<file path="src/rtl/pc_unit.sv">
// pc_unit: fetch program-counter unit at the head of the IF stage.
// It provides sequential increment, an EX branch/jump redirect, a trap redirect,
// a one-cycle boot state, a flush pulse, misaligned-target handling and a fetch counter.
// Optional feature macro: PC_MISALIGN_TRAP_EN.
//   Defined:   a misaligned redirect is rejected. The unit pulses o_misaligned and
//              parks in HALT until a trap arrives.
//   Undefined: a misaligned redirect is accepted with its alignment bits cleared.
//              o_misaligned and o_misaligned_addr are tied low.
module pc_unit #(
    parameter int              XLEN         = 32,
    parameter logic [XLEN-1:0] RESET_VECTOR = 32'h0000_0000,
    parameter logic [XLEN-1:0] TRAP_VECTOR  = 32'h0000_0100,
    parameter int              IALIGN       = 32,
    parameter int              CNT_W        = 32
) (
    input  logic             i_clock,
    input  logic             i_reset,
    input  logic             i_pc_en,
    input  logic             i_redirect_valid,
    input  logic [XLEN-1:0]  i_redirect_pc,
    input  logic             i_trap_valid,
    output logic [XLEN-1:0]  o_pc,
    output logic [XLEN-1:0]  o_pc_plus_step,
    output logic             o_fetch_valid,
    output logic             o_flush,
    output logic             o_misaligned,
    output logic [XLEN-1:0]  o_misaligned_addr,
    output logic [CNT_W-1:0] o_fetch_count
);

    // Byte step between sequential instructions, and the number of low address
    // bits that must be zero for a legal target.
    localparam int              ALIGN_BITS = (IALIGN == 16) ? 1 : 2;
    localparam logic [XLEN-1:0] STEP       = XLEN'(IALIGN / 8);

`ifdef PC_MISALIGN_TRAP_EN
    typedef enum logic [1:0] {
        S_BOOT = 2'd0,
        S_RUN  = 2'd1,
        S_HALT = 2'd2
    } state_t;
`else
    typedef enum logic [1:0] {
        S_BOOT = 2'd0,
        S_RUN  = 2'd1
    } state_t;
`endif

    state_t           r_state;
    logic [XLEN-1:0]  r_pc;
    logic             r_fetch_valid;
    logic             r_flush;
    logic [CNT_W-1:0] r_fetch_count;

    // Mask that selects the alignment bits.
    logic [XLEN-1:0]  w_align_mask;
    logic [XLEN-1:0]  w_trap_target;
    logic [XLEN-1:0]  w_pc_plus_step;
    logic             w_redirect_aligned;

    genvar gi;
    generate
        for (gi = 0; gi < XLEN; gi++) begin : g_align_mask
            assign w_align_mask[gi] = (gi < ALIGN_BITS);
        end
    endgenerate

    assign w_trap_target      = TRAP_VECTOR & ~w_align_mask;
    assign w_pc_plus_step     = r_pc + STEP;
    assign w_redirect_aligned = ((i_redirect_pc & w_align_mask) == '0);

`ifdef PC_MISALIGN_TRAP_EN
    logic            r_misaligned;
    logic [XLEN-1:0] r_misaligned_addr;
`else
    // The target with its alignment bits cleared. This is used only when a
    // misaligned redirect is accepted instead of being rejected.
    logic [XLEN-1:0] w_redirect_masked;
    assign w_redirect_masked = i_redirect_pc & ~w_align_mask;
`endif

    // Single state machine. All outputs are registered and move with the state.
    always_ff @(posedge i_clock) begin
        if (i_reset) begin
            r_state           <= S_BOOT;
            r_pc              <= RESET_VECTOR;
            r_fetch_valid     <= 1'b0;
            r_flush           <= 1'b0;
            r_fetch_count     <= '0;
`ifdef PC_MISALIGN_TRAP_EN
            r_misaligned      <= 1'b0;
            r_misaligned_addr <= '0;
`endif
        end else begin
            // Both pulses are low unless this edge raises them.
            r_flush      <= 1'b0;
`ifdef PC_MISALIGN_TRAP_EN
            r_misaligned <= 1'b0;
`endif
            case (r_state)
                S_BOOT: begin
                    // The PC stays at RESET_VECTOR, so the first real fetch is the reset vector.
                    r_state       <= S_RUN;
                    r_fetch_valid <= 1'b1;
                end
                S_RUN: begin
                    if (i_trap_valid) begin
                        // A trap wins over a simultaneous redirect, and the redirect is lost.
                        r_pc          <= w_trap_target;
                        r_flush       <= 1'b1;
                        r_fetch_count <= r_fetch_count + CNT_W'(1);
                    end else if (i_redirect_valid) begin
                        if (w_redirect_aligned) begin
                            r_pc          <= i_redirect_pc;
                            r_flush       <= 1'b1;
                            r_fetch_count <= r_fetch_count + CNT_W'(1);
                        end else begin
`ifdef PC_MISALIGN_TRAP_EN
                            // Reject the target and hold the PC until software traps out.
                            r_misaligned      <= 1'b1;
                            r_misaligned_addr <= i_redirect_pc;
                            r_state           <= S_HALT;
                            r_fetch_valid     <= 1'b0;
`else
                            r_pc          <= w_redirect_masked;
                            r_flush       <= 1'b1;
                            r_fetch_count <= r_fetch_count + CNT_W'(1);
`endif
                        end
                    end else if (i_pc_en) begin
                        r_pc          <= w_pc_plus_step;
                        r_fetch_count <= r_fetch_count + CNT_W'(1);
                    end
                end
`ifdef PC_MISALIGN_TRAP_EN
                S_HALT: begin
                    // Only a trap leaves HALT. No fetch is live here, so the counter holds.
                    if (i_trap_valid) begin
                        r_pc          <= w_trap_target;
                        r_flush       <= 1'b1;
                        r_state       <= S_RUN;
                        r_fetch_valid <= 1'b1;
                    end
                end
`endif
                default: begin
                    r_state       <= S_BOOT;
                    r_pc          <= RESET_VECTOR;
                    r_fetch_valid <= 1'b0;
                end
            endcase
        end
    end

    assign o_pc           = r_pc;
    assign o_pc_plus_step = w_pc_plus_step;
    assign o_fetch_valid  = r_fetch_valid;
    assign o_flush        = r_flush;
    assign o_fetch_count  = r_fetch_count;

`ifdef PC_MISALIGN_TRAP_EN
    assign o_misaligned      = r_misaligned;
    assign o_misaligned_addr = r_misaligned_addr;
`else
    assign o_misaligned      = 1'b0;
    assign o_misaligned_addr = '0;
`endif

endmodule

</file>
<file path="config.mk">
export PLATFORM = sky130hd
export DESIGN_NAME = pc_unit
export DESIGN_NICKNAME = d
export VERILOG_FILES = /design/src/rtl/pc_unit.sv
export SDC_FILE = /design/constraint.sdc
export NUM_CORES = 1
export LEC_CHECK = 0
export CAP_MARGIN = 25
export CORE_MARGIN = 4
export CORE_UTILIZATION = 47
export CTS_CLUSTER_SIZE = 16
export DETAILED_ROUTE_END_ITERATION = 8
export HOLD_SLACK_MARGIN = 0.05
export PLACE_DENSITY = 0.9
export SETUP_SLACK_MARGIN = 0.4
export SLEW_MARGIN = 20
export SYNTH_ARGS = -nofsm -noshare
export SYNTH_HDL_FRONTEND = slang
export SYNTH_SLANG_ARGS = --single-unit
</file>
<file path="constraint.sdc">
create_clock -name i_clock -period 3.2 [get_ports i_clock]
set_input_delay 0.8 -clock i_clock [delete_from_list [all_inputs] [get_ports i_clock]]
set_output_delay 0.8 -clock i_clock [all_outputs]
set_load 0.1 [all_outputs]
</file>
==> results.py <==
metrics = {
    "outcome": {
        "status": "completed",
    },
    "timing": {
        "min_period_over_period": 0.946,
        "fin_crit_ns": 3.03,
        "clock.fmax_mhz": 330,
        "fin_tns_setup_ns": 0,
        "setup_viol": 0,
        "hold-worst-slack_ns": 0.496,
        "drv_slew": 0,
        "rsz0062_at_grt": "yes",
        "relSlewSlack": 0.375,
        "fin_worst_skew_ns": 0.0227,
        "hold_violations": 0,
        "worst_pin_slew_ns": 0.925,
    },
    "worst_setup_path": {
        "crit_required_ns": 2.40,
        "path_class": "flop to output port",
        "r2r_setup_slack_ns": 0.94,
        "startpoint_type": "flop",
        "r2r_start": "o_pc[9]",
        "reg2reg_to": "o_pc[27]",
        "worstPathMaxFanout": 5,
        "worstRegToRegCells": 5,
        "endpoint_kind": "output port",
        "cp.arrival_ns": 2.23,
    },
    "power": {
        "p_comb_frac": 0.285,
        "leakagePower_nw": 2.91,
        "ir_worst_vdd_mv": 0.252,
        "pwr_density_cell_nw_per_um2": 329,
        "p_clk_frac": 0.326,
        "switching_share": 0.407,
        "p_seq_frac": 0.390,
        "internal_power_mw": 1.31,
        "switchingPower_mw": 0.896,
    },
    "min_path": {
        "hold_end": "o_pc[1]",
        "whs_path_depth": 1,
        "hold_start": "o_pc[1]",
        "hold_class": "flop to flop",
    },
    "detailed_routing": {
        "first_pass_iters": 8,
        "drc": 0,
        "via_count": 4813,
        "antenna_left": 0,
        "routedWlPerCell_um": 21.5,
        "routed_wirelength_um": 16900,
        "viasPerCell": 6.12,
        "drtIter0Drc": 517,
    },
    "final_layout": {
        "final.fill_count": 433,
        "fin_nets": 715,
        "syn_to_final_growth_pct": 68.4,
        "final_core_util": 0.815,
        "final_cell_mix": "buf_4, nor2_1, nand2_1, dfxtp_1",
        "diodes": 0,
        "drive_gt1_frac": 0.407,
        "final_cell_count_no_fill": 786,
        "mostFrequentLayoutCell": "buf_4",
    },
    "clocking": {
        "cts_max_level": 3,
        "cts_tree": "built",
        "clk_pin_slew_ns": 0.08,
        "cts-root-buf": "clkbuf_8",
        "clockBufferDepth": 2,
        "cts.sinks": 66,
        "cts_made_buffers": 9,
        "insertion_delay_ns": 0.37,
    },
    "synthesis": {
        "synthArstFlopShare": 0,
        "avgSynthCellArea_sq_um": 8.08,
        "synth_seq_area_share": 0.332,
        "yosys_warnings": 0,
        "synth_cells": 492,
        "synth_edf_count": 0,
        "ys.flop_type": "dfxtp_1",
        "ys_types": 53,
        "synth_area_sq_um": 3980,
        "ys_ff_latch": 66,
    },
    "placed_design": {
        "io_buffers": 132,
        "dp.final_hpwl_um": 9340,
        "place_congestion": 0.935,
        "dp.cells": 715,
    },
    "floorplan": {
        "ioPinCount": 168,
        "fp.dieH_um": 100,
        "start_util": 0.484,
        "die_area_sq_um": 9990,
        "coreArea_sq_um": 8220,
        "rows": 33,
        "die_w_um": 100,
    },
    "global_route": {
        "grt_antenna_before_repair": 0,
        "track_usage": 0.297,
        "grt_pass1_vias": 4606,
        "grt_overflow": 0,
        "grt_max_degree": 41,
        "grt_pass1_wl_um": 23600,
    },
    "run": {
        "maxCapViolCount": 0,
    },
}
-- layer usage --
layer  global-route usage  routed length (um)
met1                0.351                5970
met2                0.485                8010
met3               0.0924                1690
met4                0.149                1220
met5                    0                   0
-- worst max-delay path: stages, from the launching register on --
cell and delay [ns]:
dfxtp_4 0.39, nand3_2 0.25, nor3_2 0.32, buf_6 0.16
nand4_1 0.24, xnor2_4 0.30, buf_12 0.20
-- cell families after synthesis --
family          after synthesis  synth area share
xor+xnor                     55             0.121
fa+ha+maj                     2           0.00629
other cells                   1          0.000943
simple gates                206             0.285
buf+inv                      72             0.105
mux                           1           0.00252
compound gates               89             0.147
flops                        66             0.332
-- synth_stat cells (all sizes together) (3+ instances only) --
| cell | n | area share |
|---|---|---|
| and3 | 6 | 0.0094 |
| a21oi | 21 | 0.026 |
| nand2 | 45 | 0.042 |
| nor3 | 14 | 0.020 |
| buf | 46 | 0.080 |
| o31a | 3 | 0.0066 |
| and4 | 4 | 0.0088 |
| and2 | 4 | 0.0063 |
| a31oi | 5 | 0.0079 |
| o21a | 3 | 0.0057 |
| nor2 | 54 | 0.051 |
| nand3 | 26 | 0.036 |
| dfxtp | 66 | 0.33 |
| o311ai | 9 | 0.022 |
| o2bb2ai | 4 | 0.0088 |
| nand4 | 26 | 0.050 |
| xnor2 | 26 | 0.057 |
| xor2 | 29 | 0.064 |
| clkbuf | 16 | 0.015 |
| or3 | 5 | 0.0079 |
| a22oi | 8 | 0.015 |
| o21ai | 24 | 0.030 |
| nor4 | 11 | 0.032 |
| inv | 10 | 0.0094 |
-- stage by stage --
stage	setup WS [ns]	power, mW	cell area (sq um)
6_report	0.174	2.20	6700
5_1_grt	0.144	2.24	6700
4_1_cts	0.256	2.16	6470
3_5_place_dp	0.333	1.47	5880
3_3_place_gp	0.391	1.46	5880
2_1_floorplan	0.0876	1.36	4700
-- worst max-delay path by stage --
stage	from	end	slack, ns
floorplan	o_pc[4]	o_pc_plus_step[25]	0.09
global placement	o_pc[2]	o_pc_plus_step[22]	0.39
detailed placement	o_pc[2]	o_pc_plus_step[22]	0.33
CTS	o_pc[3]	o_pc_plus_step[30]	0.26
global route	o_pc[6]	o_pc_plus_step[30]	0.14
finish	o_pc[6]	o_pc_plus_step[30]	0.17
-- layout make-up --
type	instances	area, sq um	area share
Clock buffer	10	149	0.0222
Tap cell	105	131	0.0196
Multi-Input combinational cell	387	3010	0.449
Inverter	10	37.5	0.00561
Sequential cell	66	1410	0.210
Timing Repair Buffer	202	1920	0.287
Clock inverter	6	45.0	0.00673
-- flip-flops by register name, indices dropped and copies added, names as in the netlist --
register       flops
o_fetch_count     32
o_fetch_valid      1
o_flush            1
o_pc              32
-- power groups by stage --
stage / Clock [mW] / Combinational (mW) / Sequential, mW
final: 0.718 / 0.628 / 0.859
after global routing: 0.740 / 0.641 / 0.861
after CTS: 0.693 / 0.610 / 0.856
after detailed placement: 0 / 0.586 / 0.882
after global placement: 0 / 0.581 / 0.881
after floorplan: 0 / 0.383 / 0.979
-- what timing repair did --
item                       CTS  global route
setup endpoints to repair   18            22
hold buffers                 0             0
setup buffers               36            18
resized for setup           19            22
pin swaps                   24            19
gates cloned                 1             0
No activity file was read; power rests on OpenSTA's default activity.
